$ cat src/rtl/regfile_spill_fill_pkg.sv
// regfile_spill_fill_pkg
// Shared constants and types for the register file spill/fill sequencer.
// Optional feature macro: RF_SPILL_CHECKSUM_EN adds a ninth XOR checksum beat to each transfer.
package regfile_spill_fill_pkg;

    localparam int unsigned NUM_REGS   = 8;
    localparam int unsigned DATA_WIDTH = 16;
    localparam int unsigned SEL_WIDTH  = 3;

`ifdef RF_SPILL_CHECKSUM_EN
    localparam int unsigned BEAT_COUNT = NUM_REGS + 1;
`else
    localparam int unsigned BEAT_COUNT = NUM_REGS;
`endif

    localparam int unsigned BEAT_WIDTH = $clog2(BEAT_COUNT);

    typedef enum logic [1:0] {
        StIdle,
        StSpill,
        StFill
    } stateT;

endpackage

$ cat src/rtl/regfile_spill_fill_if.sv
// regfile_spill_fill_if
// Groups the register file port and the two word streams used by the sequencer.
//   rf_read_sel/rf_read_data                 : register file read port 1 (combinational read)
//   rf_write_en/rf_write_sel/rf_write_data   : register file write port
//   out_valid/out_ready/out_data/out_last    : spill stream (sequencer is source)
//   in_valid/in_ready/in_data/in_last        : fill stream (sequencer is sink)
// master = sequencer side, slave = register file / stream peers.
interface regfile_spill_fill_if;

    logic [regfile_spill_fill_pkg::SEL_WIDTH-1:0]  rf_read_sel;
    logic [regfile_spill_fill_pkg::DATA_WIDTH-1:0] rf_read_data;
    logic                                          rf_write_en;
    logic [regfile_spill_fill_pkg::SEL_WIDTH-1:0]  rf_write_sel;
    logic [regfile_spill_fill_pkg::DATA_WIDTH-1:0] rf_write_data;

    logic                                          out_valid;
    logic                                          out_ready;
    logic [regfile_spill_fill_pkg::DATA_WIDTH-1:0] out_data;
    logic                                          out_last;

    logic                                          in_valid;
    logic                                          in_ready;
    logic [regfile_spill_fill_pkg::DATA_WIDTH-1:0] in_data;
    logic                                          in_last;

    modport master (
        output rf_read_sel, rf_write_en, rf_write_sel, rf_write_data,
        output out_valid, out_data, out_last, in_ready,
        input  rf_read_data, out_ready, in_valid, in_data, in_last
    );

    modport slave (
        input  rf_read_sel, rf_write_en, rf_write_sel, rf_write_data,
        input  out_valid, out_data, out_last, in_ready,
        output rf_read_data, out_ready, in_valid, in_data, in_last
    );

endinterface

$ cat src/rtl/regfile_beat_counter.sv
// regfile_beat_counter
// Beat index for spill/fill transfers.
//   clk      : clock, rising edge
//   rst      : asynchronous active-low reset
//   clear    : restart at beat 0 (wins over incr)
//   incr     : advance one beat
//   idx      : current beat index
//   lastBeat : idx is the final beat of a transfer
module regfile_beat_counter
    import regfile_spill_fill_pkg::*;
(
    input  logic                  clk,
    input  logic                  rst,
    input  logic                  clear,
    input  logic                  incr,
    output logic [BEAT_WIDTH-1:0] idx,
    output logic                  lastBeat
);

    logic [BEAT_WIDTH-1:0] idxQ;

    always_ff @(posedge clk or negedge rst) begin
        if (!rst) begin
            idxQ <= '0;
        end else if (clear) begin
            idxQ <= '0;
        end else if (incr) begin
            idxQ <= idxQ + BEAT_WIDTH'(1);
        end
    end

    assign idx      = idxQ;
    assign lastBeat = (idxQ == BEAT_WIDTH'(BEAT_COUNT - 1));

endmodule

$ cat src/rtl/regfile_spill_fill.sv
// regfile_spill_fill
// Moves the whole 8x16 register file out over a stream (spill) or in from a stream (fill).
//   clk       : clock, rising edge
//   rst       : asynchronous active-low reset
//   spill_req : start a spill (only looked at while idle; wins over fill_req)
//   fill_req  : start a fill (only looked at while idle)
//   busy      : spill or fill in progress
//   done      : one-cycle pulse after an operation ends
//   err       : sticky framing/checksum error, cleared when a new request is accepted
//   bus       : register file port plus spill/fill streams (master side)
// Optional feature macro: RF_SPILL_CHECKSUM_EN (ninth beat carries XOR of R0..R7).
module regfile_spill_fill
    import regfile_spill_fill_pkg::*;
(
    input  logic                 clk,
    input  logic                 rst,
    input  logic                 spill_req,
    input  logic                 fill_req,
    output logic                 busy,
    output logic                 done,
    output logic                 err,
    regfile_spill_fill_if.master bus
);

    stateT                 stateQ, stateD;
    logic                  doneQ, doneD;
    logic                  errQ, errD;
    logic                  clearIdx, incrIdx, lastBeat, csumBeat;
    logic [BEAT_WIDTH-1:0] idx;
    logic [SEL_WIDTH-1:0]  selIdx;

    regfile_beat_counter uBeatCounter (
        .clk      (clk),
        .rst      (rst),
        .clear    (clearIdx),
        .incr     (incrIdx),
        .idx      (idx),
        .lastBeat (lastBeat)
    );

    assign selIdx = idx[SEL_WIDTH-1:0];

`ifdef RF_SPILL_CHECKSUM_EN
    logic [DATA_WIDTH-1:0] xorQ, xorD;

    assign csumBeat = (idx == BEAT_WIDTH'(NUM_REGS));

    always_ff @(posedge clk or negedge rst) begin
        if (!rst) begin
            xorQ <= '0;
        end else begin
            xorQ <= xorD;
        end
    end
`else
    assign csumBeat = 1'b0;
`endif

    always_ff @(posedge clk or negedge rst) begin
        if (!rst) begin
            stateQ <= StIdle;
            doneQ  <= 1'b0;
            errQ   <= 1'b0;
        end else begin
            stateQ <= stateD;
            doneQ  <= doneD;
            errQ   <= errD;
        end
    end

    always_comb begin
        stateD            = stateQ;
        doneD             = 1'b0;
        errD              = errQ;
        clearIdx          = 1'b0;
        incrIdx           = 1'b0;
        bus.rf_read_sel   = '0;
        bus.rf_write_en   = 1'b0;
        bus.rf_write_sel  = '0;
        bus.rf_write_data = '0;
        bus.out_valid     = 1'b0;
        bus.out_data      = '0;
        bus.out_last      = 1'b0;
        bus.in_ready      = 1'b0;
`ifdef RF_SPILL_CHECKSUM_EN
        xorD              = xorQ;
`endif

        case (stateQ)
            StIdle: begin
                if (spill_req || fill_req) begin
                    stateD   = spill_req ? StSpill : StFill;
                    errD     = 1'b0;
                    clearIdx = 1'b1;
`ifdef RF_SPILL_CHECKSUM_EN
                    xorD     = '0;
`endif
                end
            end

            StSpill: begin
                bus.out_valid   = 1'b1;
                bus.out_last    = lastBeat;
                bus.rf_read_sel = selIdx;
                bus.out_data    = bus.rf_read_data;
`ifdef RF_SPILL_CHECKSUM_EN
                if (csumBeat) begin
                    bus.rf_read_sel = '0;
                    bus.out_data    = xorQ;
                end else if (bus.out_ready) begin
                    xorD = xorQ ^ bus.rf_read_data;
                end
`endif
                if (bus.out_ready) begin
                    incrIdx = 1'b1;
                    if (lastBeat) begin
                        stateD = StIdle;
                        doneD  = 1'b1;
                    end
                end
            end

            StFill: begin
                bus.in_ready = 1'b1;
                if (bus.in_valid) begin
                    incrIdx = 1'b1;
                    if (!csumBeat) begin
                        bus.rf_write_en   = 1'b1;
                        bus.rf_write_sel  = selIdx;
                        bus.rf_write_data = bus.in_data;
`ifdef RF_SPILL_CHECKSUM_EN
                        xorD              = xorQ ^ bus.in_data;
`endif
                    end
`ifdef RF_SPILL_CHECKSUM_EN
                    else if (bus.in_data != xorQ) begin
                        errD = 1'b1;
                    end
`endif
                    // A framing error still writes the offending beat, then stops.
                    if (bus.in_last != lastBeat) begin
                        errD   = 1'b1;
                        stateD = StIdle;
                        doneD  = 1'b1;
                    end else if (lastBeat) begin
                        stateD = StIdle;
                        doneD  = 1'b1;
                    end
                end
            end

            default: stateD = StIdle;
        endcase
    end

    assign busy = (stateQ != StIdle);
    assign done = doneQ;
    assign err  = errQ;

endmodule

$ cat src/flat_wrapper.sv
// flat-port wrapper written by rule: the top's interface ports become plain ports
module regfile_spill_fill_flat import regfile_spill_fill_pkg::*;
  (clk, rst, spill_req, fill_req, busy, done, err, bus_rf_read_sel, bus_rf_write_en, bus_rf_write_sel, bus_rf_write_data, bus_out_valid, bus_out_data, bus_out_last, bus_in_ready, bus_rf_read_data, bus_out_ready, bus_in_valid, bus_in_data, bus_in_last);
  regfile_spill_fill_if bus_i ();
  input  logic clk;
  input  logic rst;
  input  logic spill_req;
  input  logic fill_req;
  output logic busy;
  output logic done;
  output logic err;
  output wire logic [$bits(bus_i.rf_read_sel)-1:0] bus_rf_read_sel;
  output wire logic [$bits(bus_i.rf_write_en)-1:0] bus_rf_write_en;
  output wire logic [$bits(bus_i.rf_write_sel)-1:0] bus_rf_write_sel;
  output wire logic [$bits(bus_i.rf_write_data)-1:0] bus_rf_write_data;
  output wire logic [$bits(bus_i.out_valid)-1:0] bus_out_valid;
  output wire logic [$bits(bus_i.out_data)-1:0] bus_out_data;
  output wire logic [$bits(bus_i.out_last)-1:0] bus_out_last;
  output wire logic [$bits(bus_i.in_ready)-1:0] bus_in_ready;
  input wire logic [$bits(bus_i.rf_read_data)-1:0] bus_rf_read_data;
  input wire logic [$bits(bus_i.out_ready)-1:0] bus_out_ready;
  input wire logic [$bits(bus_i.in_valid)-1:0] bus_in_valid;
  input wire logic [$bits(bus_i.in_data)-1:0] bus_in_data;
  input wire logic [$bits(bus_i.in_last)-1:0] bus_in_last;
  assign bus_rf_read_sel = bus_i.rf_read_sel;
  assign bus_rf_write_en = bus_i.rf_write_en;
  assign bus_rf_write_sel = bus_i.rf_write_sel;
  assign bus_rf_write_data = bus_i.rf_write_data;
  assign bus_out_valid = bus_i.out_valid;
  assign bus_out_data = bus_i.out_data;
  assign bus_out_last = bus_i.out_last;
  assign bus_in_ready = bus_i.in_ready;
  assign bus_i.rf_read_data = bus_rf_read_data;
  assign bus_i.out_ready = bus_out_ready;
  assign bus_i.in_valid = bus_in_valid;
  assign bus_i.in_data = bus_in_data;
  assign bus_i.in_last = bus_in_last;
  regfile_spill_fill u_core (.clk(clk), .rst(rst), .spill_req(spill_req), .fill_req(fill_req), .busy(busy), .done(done), .err(err), .bus(bus_i));
endmodule
$ cat config.mk
export PLATFORM = sky130hd
export DESIGN_NAME = regfile_spill_fill_flat
export DESIGN_NICKNAME = d
export VERILOG_FILES = /design/src/rtl/regfile_spill_fill_pkg.sv /design/src/rtl/regfile_spill_fill_if.sv /design/src/rtl/regfile_beat_counter.sv /design/src/rtl/regfile_spill_fill.sv /design/src/flat_wrapper.sv
export SDC_FILE = /design/constraint.sdc
export NUM_CORES = 1
export LEC_CHECK = 0
export BUFFER_PORTS_ARGS = -buffer_cell sky130_fd_sc_hd__buf_2
export CAP_MARGIN = 25
export CORE_UTILIZATION = 35
export CTS_CLUSTER_SIZE = 25
export DETAILED_ROUTE_END_ITERATION = 12
export GPL_TIMING_DRIVEN = 0
export PLACE_DENSITY = 0.89
export SLEW_MARGIN = 20
export SYNTH_ARGS = -nofsm -noshare
export SYNTH_HDL_FRONTEND = slang
export SYNTH_SLANG_ARGS = --single-unit
$ cat constraint.sdc
create_clock -name clk -period 4.7 [get_ports clk]
set_clock_uncertainty 0.2 [all_clocks]
set_input_delay 0.47 -clock clk [delete_from_list [all_inputs] [get_ports clk]]
set_output_delay 0.47 -clock clk [all_outputs]
set_load 0.02 [all_outputs]
# Yosys cells after proc, flatten, opt, wreduce, memory -nomap -nowiden
# Cells that the tools add are included.
totals:
  register_bits: 7
  in_bits: 39
classes:
  reduce_logical: 7
  add_sub_neg: 1
  n_eq_ne: 8
  mux: 33
ops:
  columns: ["operator", "count"]
  rows:
  - ["two-way mux 16 bit", 3]
  - ["two-way mux 1 bit", 15]
  - ["two-way mux 3 bit", 5]
  - ["two-way mux 2 bit", 6]
  - ["case mux 1 bit (2 select lines)", 3]
  - ["case mux 2 bit (3 select lines)", 1]
  - ["nonzero test 2 bit", 3]
  - ["inequality test 2 x 1 -> 1 bit, second input constant", 2]
  - ["inequality test 2 bit, second input constant", 2]
  - ["AND reduction 4 bit", 1]
  - ["adder 3 x 1 -> 3 bit, second input constant", 1]
  - ["== test 3 bit, second input constant", 1]
  - ["AND reduction 3 bit", 1]
  - ["== test 2 x 1 -> 1 bit, second input constant", 1]
  - ["== test 2 bit, second input constant", 1]
  - ["logical NOT 2 bit", 1]
  - ["logical OR 1 bit", 1]
  - ["inequality test 1 bit", 1]

# Depth between registers and ports, before layout
# Gate-level depths: netlist of run 1.
depth:
  depth_word: 5
  depth_mapped: 6
  depth_no_buf: 6

# Hierarchy
# From an unflattened synthesis of run 1, not the netlist that was laid out.
unflattened:
  cells_unflattened: 97
  area_unflattened_um2: 758.2
by_module_without_submodules:
  columns: ["module", "instances", "cells_each", "area_per_inst_um2"]
  rows:
  - ["regfile_spill_fill", 1, 86, 618.1]
  - ["regfile_beat_counter", 1, 11, 140.1]

# Worst setup path before layout of run 1
# No wires, ideal clock.
synth_timing:
  path_kind: "reg2out"
  start: "register u_core.stateQ[0]"
  end: "output port bus_rf_write_data[0]"
  required_time_ns: 4.030
  n_path_buf: 1
  slack_ns: 2.667
  arrival_time_ns: 1.363
  path_stages_with_launch: 5
  path_cell_list: "dfrtp_1 > inv_1 > ha_1 > clkbuf_1 > and3_1"
synth_via:
  elab_chain_cells: 2
synth_rtl:
  columns: ["element", "line_no", "rtl"]
  rows:
  - ["start, declared", "regfile_spill_fill.sv:25", "stateT stateQ, stateD;"]
  - ["start signal, assigned", "regfile_spill_fill.sv:61", "stateQ <= StIdle;"]
  - ["start signal, assigned", "regfile_spill_fill.sv:65", "stateQ <= stateD;"]
  - ["== test 2 bit", "regfile_spill_fill.sv:89", "case (stateQ)"]
  - ["two-way mux 16 bit", "regfile_spill_fill.sv:89", null]
  - ["end, declared", "flat_wrapper.sv:15", "output wire logic [$bits(bus_i.rf_write_data)-1:0] bus_rf_write_data;"]
# Every way passes these cells.

# Worst setup path in the final report of run 1
layout_timing:
  start: "register u_core.stateQ[0]"
  end: "output port bus_rf_write_data[2]"
# Same word-level chain as after synthesis.

==> flow_metrics.env, run 1 <==
export IMPL_peakVddDrop_v=0.000277
export IMPL_slew_viol_final=0
export IMPL_gp_congestion=0.883
export IMPL_grtUsageTotal=0.201
export IMPL_crit_family="buffers and inverters"
export IMPL_drt_iter0_markers=7
export IMPL_io_buffer_count=83
export IMPL_antenna_diode_count=0
export IMPL_ctsResizeCount=0
export IMPL_die_w_um=48.4
export IMPL_synth_area_per_cell_um2=8.00
export IMPL_hpwl_um=1990
export IMPL_dieArea_um2=2340
export IMPL_synth_common_cells="21 x and2_1, 19 x and3_1, 7 x dfrtp_1, 7 x ha_1, 7 x inv_1"
export IMPL_grt_pass1_vias=941
export IMPL_netlist_instances=94
export IMPL_netlist_area_um2=752
export IMPL_avgRoutedWirePerCell_um=11.4
export IMPL_synth_xor_area_frac=0.0233
export IMPL_regArea_um2=175
export IMPL_max_stage_delay_ns=0.45
export IMPL_overflow=0
export IMPL_switching_share=0.512
export IMPL_p_int_w=0.000250
export IMPL_rows=16
export IMPL_wl_met3_um=260
export IMPL_crit_path_max_fanout=10
export IMPL_worstMarginPinSlew_ns=0.312
export IMPL_numCtsBuffers=3
export IMPL_clockBufferDepth=2
export IMPL_path_buf_inv=3
export IMPL_async_flop_share=1.00
export IMPL_die_h_um=48.4
export IMPL_fillers=188
export IMPL_grt_max_degree=11
export IMPL_hold_viol=0
export IMPL_syn_num_nets=140
export IMPL_dr_pass1_iters=4
export IMPL_critPathKind="flop to output port"
export IMPL_pwr_share_clk=0.105
export IMPL_ys_top_cells_by_area="dfrtp_1 23%, and2_1 17%, and3_1 16%"
export IMPL_leakagePower_nw=0.851
export IMPL_routed_wl_met2_um=1190
export IMPL_drive_gt1_frac=0.489
export IMPL_clk_pin_slew_ns=0.05
export IMPL_ant_nets=0
export IMPL_routed_top_layer="met4"
export IMPL_fin_nets=229
export IMPL_cpMaxStageDelayCell="dfrtp_1"
export IMPL_synthDistinctLibCells=24
export IMPL_arrival_ns=1.76
export IMPL_wl_met1_um=907
export IMPL_ys_ff_latch=7
export IMPL_coreArea_um2=1980
export IMPL_startpoint_type="flop"
export IMPL_final_util=0.624
export IMPL_syn_to_final_growth_pct=64.6
export IMPL_synth_most_common_cell="and2_1"
export IMPL_tns_ns=0
export IMPL_cts_tree="done"
export IMPL_clock_latency_ns=0.25
export IMPL_synthAdderAreaFrac=0.116
export IMPL_clock_sinks=7
export IMPL_min_path_type="input pin to flop"
export IMPL_maxCapViolCount=0
export IMPL_finalSetupViolations=0
export IMPL_fmax_ghz=0.411
export IMPL_synth_edf_count=0
export IMPL_cp_required_ns=4.03
export IMPL_antenna_found_initial=0
export IMPL_synth_yosys_seq_area_share=0.233
export IMPL_period_share=0.518
export IMPL_grt_pass1_wl_um=3780
export IMPL_synth_top_area_frac=0.233
export IMPL_outcome="completed"
export IMPL_fin_crit_ns=2.43
export IMPL_h_tree_depth=1
export IMPL_drc=0
export IMPL_end_kind="output port"
export IMPL_sequentialPowerShare=0.186
export IMPL_viasPerCell=4.86
export IMPL_cts_root_buf="clkbuf_4"
export IMPL_synth_top_family_by_area="simple AND/OR/NAND/NOR gates"
export IMPL_p_sw_w=0.000262
export IMPL_synth_mux_area_frac=0.0266
export IMPL_synth_compound_area_frac=0.116
export IMPL_multi_input_area_um2=528
export IMPL_yosysWarnings=0
export IMPL_yosysTopAreaCell="dfrtp_1"
export IMPL_ioPinCount=84
export IMPL_rsz0062_at_grt="no"
export IMPL_crit_chain="inv_1 > ha_1 > clkbuf_1 > and3_1 > buf_2"
export IMPL_synth_main_ff_cell="dfrtp_1"
export IMPL_comb_power_share=0.709
export IMPL_synthSimpleGateAreaFrac=0.419
export IMPL_initial_core_util=0.379
export IMPL_vias=1016
export IMPL_power_density_nw_per_um2=414
export IMPL_routed_wl_um=2380
export IMPL_relSlewSlack=0.792
## worst register-to-register path: stages, from the launching register on
cell,delay (ns)
dfrtp_1,0.45
inv_1,0.10
ha_1,0.29
and2_4,0.20
o21ai_4,0.19
mux2i_1,0.24
nor2_1,0.07
## routing by layer
metal | vias up | global-route usage
met5 | - | 0
met4 | 0 | 0.0686
met3 | 4 | 0.0535
met2 | 68 | 0.390
met1 | 448 | 0.206
li1 | 496 | -
## repair_timing
action / in CTS / in global routing
setup buffers: 0 / 0
hold endpoints to repair: 7 / 0
hold buffers: 1 / 0
setup endpoints to repair: 0 / 0
## cells in the final DEF (no fill, tap or decap)
master,count
a21oi_1,1
nand2_1,2
ha_1,7
nor2_2,1
and2_1,21
dlygate4sd3_1,1
o32ai_1,1
nor2_1,6
dfrtp_1,7
a21boi_0,1
nor3b_1,1
o21ai_0,1
and2_4,1
a221o_1,1
a32oi_1,1
or3_1,1
xor2_1,1
o21ai_4,1
xnor2_1,1
clkbuf_1,7
clkbuf_4,3
a22o_1,3
buf_2,83
inv_1,7
and3_1,19
nand4_1,1
mux2i_1,2
## through the flow
stage	setup WS (ns)	hold WS (ns)	area, um^2	cells	total power [W]
2_1_floorplan	2.67	-0.0256	752	94	0.000343
6_report	2.27	0.326	1240	209	0.000512
3_3_place_gp	2.61	0.101	1200	204	0.000443
5_1_grt	2.15	0.334	1240	209	0.000547
4_1_cts	2.27	0.322	1240	209	0.000512
3_5_place_dp	2.54	0.104	1200	204	0.000456
## power groups by stage
| stage | Combinational (W) | Sequential (W) | Clock [W] |
|---|---|---|---|
| 6_report | 0.000363 | 0.0000953 | 0.0000535 |
| 5_1_grt | 0.000393 | 0.0000964 | 0.0000574 |
| 4_1_cts | 0.000362 | 0.0000952 | 0.0000547 |
| 3_5_place_dp | 0.000360 | 0.0000961 | 0 |
| 3_3_place_gp | 0.000349 | 0.0000939 | 0 |
| 2_1_floorplan | 0.000246 | 0.0000964 | 0 |
## registers in the layout, indices dropped and copies added, names as in the netlist
| signal | flops |
|---|---|
| u_core.err | 1 |
| u_core.done | 1 |
| u_core.stateQ | 2 |
| u_core.uBeatCounter.idx | 3 |
## area by class of cell
class,instances,share of cell area
multi-input combinational,74,0.427
timing repair buffer,84,0.344
sequential,7,0.142
tap,27,0.0273
clock buffer,4,0.0212
inverter,7,0.0212
buffer,6,0.0182
## worst paths after layout
path	slack [ns]	endpoint	cells past startpoint	startpoint
min reg2reg	0.33	u_core.err$_DFFE_PN0P_	1	u_core.err$_DFFE_PN0P_
max in group asynchronous	3.77	u_core.done$_DFF_PN0_	2	rst
min	0.33	u_core.done$_DFF_PN0_	3	bus_out_ready
min in group asynchronous	0.38	u_core.stateQ[1]$_DFFE_PN0P_	2	rst
max	2.27	bus_rf_write_data[2]	5	u_core.stateQ[0]$_DFFE_PN0P_
max reg2reg	2.85	u_core.uBeatCounter.idx[1]$_DFFE_PN0P_	6	u_core.stateQ[0]$_DFFE_PN0P_
## cell families (layout without fill, tap and decap cells)
family	Yosys count	count (layout)
adders and majority gates	7	7
muxes	2	2
DFF	7	7
xor gates and xnor gates	2	2
buffers and inverters	13	101
and+or+nand+nor	53	53
AOI/OAI and AO/OA	10	10
(Power assumes the default switching activity.)
==> inputs of run 2 (changes only) <==
CORE_UTILIZATION = 30   (was 35)
PLACE_DENSITY = 0.82   (was 0.89)
clock period = 2.08 ns   (was 4.7 ns; I/O delays follow)
==> run 2 against run 1 <==
Sequential cell count unchanged; first-iteration DRC count rose by 57%; highest routed layer unchanged; clock-buffer cell count stayed put; cell area rose by 1.1%.
==> flow_metrics.env, run 2 (same netlist as run 1, synthesis figures left out) <==
export IMPL_outcome="completed"
export IMPL_placed_cell_area_um2=1200
export IMPL_worstMarginPinSlew_ns=0.295
export IMPL_startpoint_type="flop"
export IMPL_drc=0
export IMPL_critPathKind="flop to output port"
export IMPL_die_h_um=52.1
export IMPL_rows=17
export IMPL_crit_chain="inv_1 > ha_2 > clkbuf_2 > and3_1 > buf_2"
export IMPL_fin_crit_ns=1.98
export IMPL_post_cts_buffers=0
export IMPL_hpwl_um=1930
export IMPL_viasPerCell=4.60
export IMPL_grtUsageTotal=0.157
export IMPL_antenna_found_initial=0
export IMPL_h_tree_depth=1
export IMPL_cts_tree="done"
export IMPL_setup_ws_ns=0.0998
export IMPL_leakagePower_nw=0.862
export IMPL_numCtsBuffers=3
export IMPL_cts_root_buf="clkbuf_4"
export IMPL_maxCapViolCount=0
export IMPL_grt_max_degree=11
export IMPL_mostFrequentLayoutCell="buf_2"
export IMPL_cp_required_ns=1.67
export IMPL_arrival_ns=1.57
export IMPL_min_path_type="input pin to flop"
export IMPL_clockBufferDepth=2
export IMPL_finalSetupViolations=0
export IMPL_fin_nets=229
export IMPL_cp_startpoint="u_core.stateQ[0]$_DFFE_PN0P_"
export IMPL_clk_pin_slew_ns=0.05
export IMPL_largest_reg_flops=3
export IMPL_crit_path_max_fanout=10
export IMPL_place_ws_ns=0.194
export IMPL_antenna_diode_count=0
export IMPL_drt_iter0_markers=11
export IMPL_peakVddDrop_v=0.000605
export IMPL_overflow=0
export IMPL_power_density_nw_per_um2=926
export IMPL_initial_core_util=0.327
export IMPL_clock_sinks=7
export IMPL_ant_nets=0
export IMPL_rsz0062_at_grt="yes"
export IMPL_relSlewSlack=0.803
export IMPL_hold_viol=0
export IMPL_cpMaxStageDelayCell="dfrtp_1"
export IMPL_mostFrequentLayoutCells="83 x buf_2, 21 x and2_1, 19 x and3_1"
export IMPL_clock_latency_ns=0.24
export IMPL_crit_family="buffers and inverters"
export IMPL_max_stage_delay_ns=0.44
export IMPL_syn_to_final_growth_pct=66.4
export IMPL_dieArea_um2=2710
export IMPL_end_kind="output port"
export IMPL_routed_wl_um=2270
export IMPL_dr_pass1_iters=4
export IMPL_busiest_layer="met2"
export IMPL_drive_gt1_frac=0.522
export IMPL_path_buf_inv=3
export IMPL_gp_congestion=0.799
export IMPL_min_from="bus_out_ready"
export IMPL_grt_pass1_wl_um=3180
export IMPL_ioPinCount=84
export IMPL_grt_pass1_vias=789
export IMPL_final_area_um2=1250
export IMPL_period_share=0.952
export IMPL_slew_viol_final=0
export IMPL_fmax_ghz=0.505
export IMPL_die_w_um=52.1
export IMPL_grt_use_met3=0.0292
export IMPL_met1_usage=0.186
export IMPL_use_met2=0.284
export IMPL_r2r_start="u_core.stateQ[0]$_DFFE_PN0P_"
export IMPL_io_buffer_count=83
export IMPL_avgRoutedWirePerCell_um=10.8
export IMPL_coreArea_um2=2300
export IMPL_vias=966
-- run 2: cell counts in the layout (fill, tap and decap cells not counted) --
Identical to the previous run, type by type.
-- run 2: worst paths after layout --
| kind | slack (ns) | to | depth (start not counted) |
|---|---|---|---|
| max | 0.1 | bus_rf_write_data[5] | 5 |
| min | 0.07 | u_core.done$_DFF_PN0_ | 3 |
| min in group asynchronous | 0.12 | u_core.done$_DFF_PN0_ | 2 |
| max in group asynchronous | 1.41 | u_core.uBeatCounter.idx[2]$_DFFE_PN0P_ | 2 |
| min reg2reg | 0.32 | u_core.err$_DFFE_PN0P_ | 1 |
| max reg2reg | 0.29 | u_core.stateQ[1]$_DFFE_PN0P_ | 5 |
-- run 2: through the flow --
step	util	TNS, ns	hold slack [ns]	power [W]	cells
4_1_cts	0.541	0	0.0676	0.00116	210
3_5_place_dp	0.523	0	-0.153	0.00103	205
2_1_floorplan	-	0	-0.288	0.000774	94
3_3_place_gp	0.523	0	-0.155	0.00102	205
6_report	0.545	0	0.0741	0.00116	210
5_1_grt	0.545	-0.0316	0.0777	0.00126	210
-- run 2: tightest hold or removal path: cells and delay by family --
kind | cells | cell delay (ns)
AOI/OAI and AO/OA | 1 | 0.10
buffers and inverters | 1 | 0.11
and+or+nand+nor | 1 | 0.05
-- run 2: power breakdown --
group	internal, W	switching, W	total (W)
logic	0.000334	0.000496	0.000830
clock network	0.0000728	0.0000436	0.000116
registers	0.000174	0.0000390	0.000213
total	0.000580	0.000579	0.00116
-- run 2: what timing repair did --
| item | 4_1_cts | 5_1_grt |
|---|---|---|
| endpoints found under the hold margin | 7 | 0 |
| resized for setup | 4 | 4 |
| endpoints found under the setup margin | 23 | 33 |
| pin swaps | 0 | 0 |
| hold buffers | 1 | 0 |
-- run 2: cell type report --
| class | instances | area (um^2) |
|---|---|---|
| clock buffer | 4 | 26.3 |
| sequential | 7 | 175 |
| inverter | 7 | 26.3 |
| timing repair buffer | 84 | 425 |
| multi-input combinational | 74 | 533 |
| fill | 248 | 1050 |
| tap | 28 | 35.0 |
| buffer | 6 | 30.0 |
-- run 2: per-layer routing --
layer / vias to the layer above / wire [um]
li1: 497 / -
met1: 420 / 986
met2: 47 / 1110
met3: 2 / 152
met4: 0 / 13
met5: - / 0
==> inputs of run 3 (changes only) <==
BUFFER_PORTS_ARGS = -buffer_cell sky130_fd_sc_hd__buf_4   (was -buffer_cell sky130_fd_sc_hd__buf_2)
==> run 3 against run 2 <==
Clock power is 5% higher; clock-buffer cell count stayed put; cell area grew 17%; sequential power increased by 2%; register-to-register slack got worse by 0.05 ns.
==> flow_metrics.env, run 3 (same netlist as run 1, synthesis figures left out) <==
export IMPL_numCtsBuffers=3
export IMPL_sequentialPowerShare=0.166
export IMPL_grt_pass1_wl_um=3910
export IMPL_hold_viol=0
export IMPL_cp_required_ns=1.67
export IMPL_rows=17
export IMPL_reg2reg_depth=5
export IMPL_clk_pin_slew_ns=0.05
export IMPL_grt_pass1_vias=975
export IMPL_switching_share=0.470
export IMPL_grt_use_met3=0.0439
export IMPL_die_h_um=52.1
export IMPL_end_kind="output port"
export IMPL_vias=1026
export IMPL_io_buffer_count=83
export IMPL_antenna_found_initial=0
export IMPL_slew_viol_final=0
export IMPL_finalSetupViolations=0
export IMPL_pwr_share_clk=0.093
export IMPL_syn_to_final_growth_pct=95.3
export IMPL_relSlewSlack=0.782
export IMPL_regArea_um2=175
export IMPL_comb_power_share=0.740
export IMPL_crit_path_max_fanout=10
export IMPL_drc=0
export IMPL_fin_nets=229
export IMPL_drt_iter0_markers=12
export IMPL_peakVddDrop_v=0.000631
export IMPL_cts_tree="done"
export IMPL_mostFrequentLayoutCell="buf_4"
export IMPL_gp_congestion=0.803
export IMPL_rsz0062_at_grt="no"
export IMPL_routed_wl_um=2700
export IMPL_leakagePower_nw=0.898
export IMPL_avgRoutedWirePerCell_um=12.8
export IMPL_antenna_diode_count=0
export IMPL_min_path_type="input pin to flop"
export IMPL_arrival_ns=1.57
export IMPL_maxCapViolCount=0
export IMPL_grt_max_degree=11
export IMPL_clock_sinks=7
export IMPL_period_share=0.950
export IMPL_worstMarginPinSlew_ns=0.327
export IMPL_tns_ns=0
export IMPL_largest_reg_flops=3
export IMPL_outcome="completed"
export IMPL_hpwl_um=2260
export IMPL_multi_input_area_um2=543
export IMPL_fmax_ghz=0.506
export IMPL_fin_crit_ns=1.98
export IMPL_met1_usage=0.201
export IMPL_startpoint_type="flop"
export IMPL_grtUsageTotal=0.196
export IMPL_h_tree_depth=1
export IMPL_critPathKind="flop to output port"
export IMPL_viasPerCell=4.89
export IMPL_use_met2=0.385
export IMPL_clockBufferDepth=2
export IMPL_ant_nets=0
export IMPL_cts_root_buf="clkbuf_4"
export IMPL_power_density_nw_per_um2=888
export IMPL_clock_latency_ns=0.25
export IMPL_dieArea_um2=2710
export IMPL_initial_core_util=0.327
export IMPL_dr_pass1_iters=4
export IMPL_overflow=0
export IMPL_p_sw_w=0.000614
export IMPL_drive_gt1_frac=0.522
export IMPL_busiest_layer="met2"
export IMPL_p_int_w=0.000691
export IMPL_hold_depth=3
export IMPL_timing_hold_ws_ns=0.0633
export IMPL_ioPinCount=84
export IMPL_die_w_um=52.1
export IMPL_mostFrequentLayoutCells="83 x buf_4, 21 x and2_1, 19 x and3_1"
export IMPL_fillers=207
export IMPL_coreArea_um2=2300
run 3: cell count changes in the layout (fill, tap and decap cells not counted), sizes merged:
cell    change
buf         +1
clkbuf      -1
run 3: repair_timing:
item	in CTS	in global routing
hold buffers	1	0
gates resized for setup	4	7
cloned	0	0
setup endpoints to repair	28	38
buffers inserted	0	0
hold endpoints to repair	7	0
run 3: layout make-up:
type                            count  area share
Buffer                              6      0.0204
Multi-Input combinational cell     74       0.370
Tap cell                           28      0.0239
Clock buffer                        4      0.0179
Inverter                            7      0.0179
Sequential cell                     7       0.119
Timing Repair Buffer               84       0.431
run 3: layer usage:
layer / vias up / share of wire
met3: 2 / 0.080
met1: 478 / 0.36
met4: 0 / 0.0070
met2: 53 / 0.56
met5: - / 0
li1: 493 / -
run 3: power groups by stage:
stage               clock (W)  sequential [W]  combinational (W)
finish               0.000122        0.000217           0.000966
detailed placement          0        0.000216           0.000937
global route         0.000134        0.000223            0.00104
global placement            0        0.000214           0.000910
floorplan                   0        0.000218           0.000556
CTS                  0.000127        0.000214           0.000950
run 3: final timing paths:
kind | start | end | slack (ns)
setup / recovery | u_core.stateQ[1]$_DFFE_PN0P_ | bus_rf_read_sel[2] | 0.10
hold / removal | bus_out_ready | u_core.done$_DFF_PN0_ | 0.06
setup reg to reg | u_core.stateQ[0]$_DFFE_PN0P_ | u_core.stateQ[1]$_DFFE_PN0P_ | 0.24
hold reg to reg | u_core.err$_DFFE_PN0P_ | u_core.err$_DFFE_PN0P_ | 0.33
max in group asynchronous | rst | u_core.stateQ[0]$_DFFE_PN0P_ | 1.46
min in group asynchronous | rst | u_core.done$_DFF_PN0_ | 0.10
run 3: through the flow:
stage                     area [um^2]  power (W)  std cells  utilization  worst slack, ns
after floorplan                   752   0.000774         94            -            0.309
after global placement           1410    0.00112        205        0.614            0.242
after detailed placement         1410    0.00115        205        0.614            0.159
after CTS                        1450    0.00129        210        0.632           0.0137
after global routing             1470    0.00140        210        0.639          0.00262
final                            1470    0.00130        210        0.639            0.104
run 3: worst max-delay path: stages (launching register included):
cell and delay, ns:
dfrtp_1 0.43, inv_1 0.13, ha_2 0.25, clkbuf_2 0.22
and2_1 0.15, buf_4 0.14
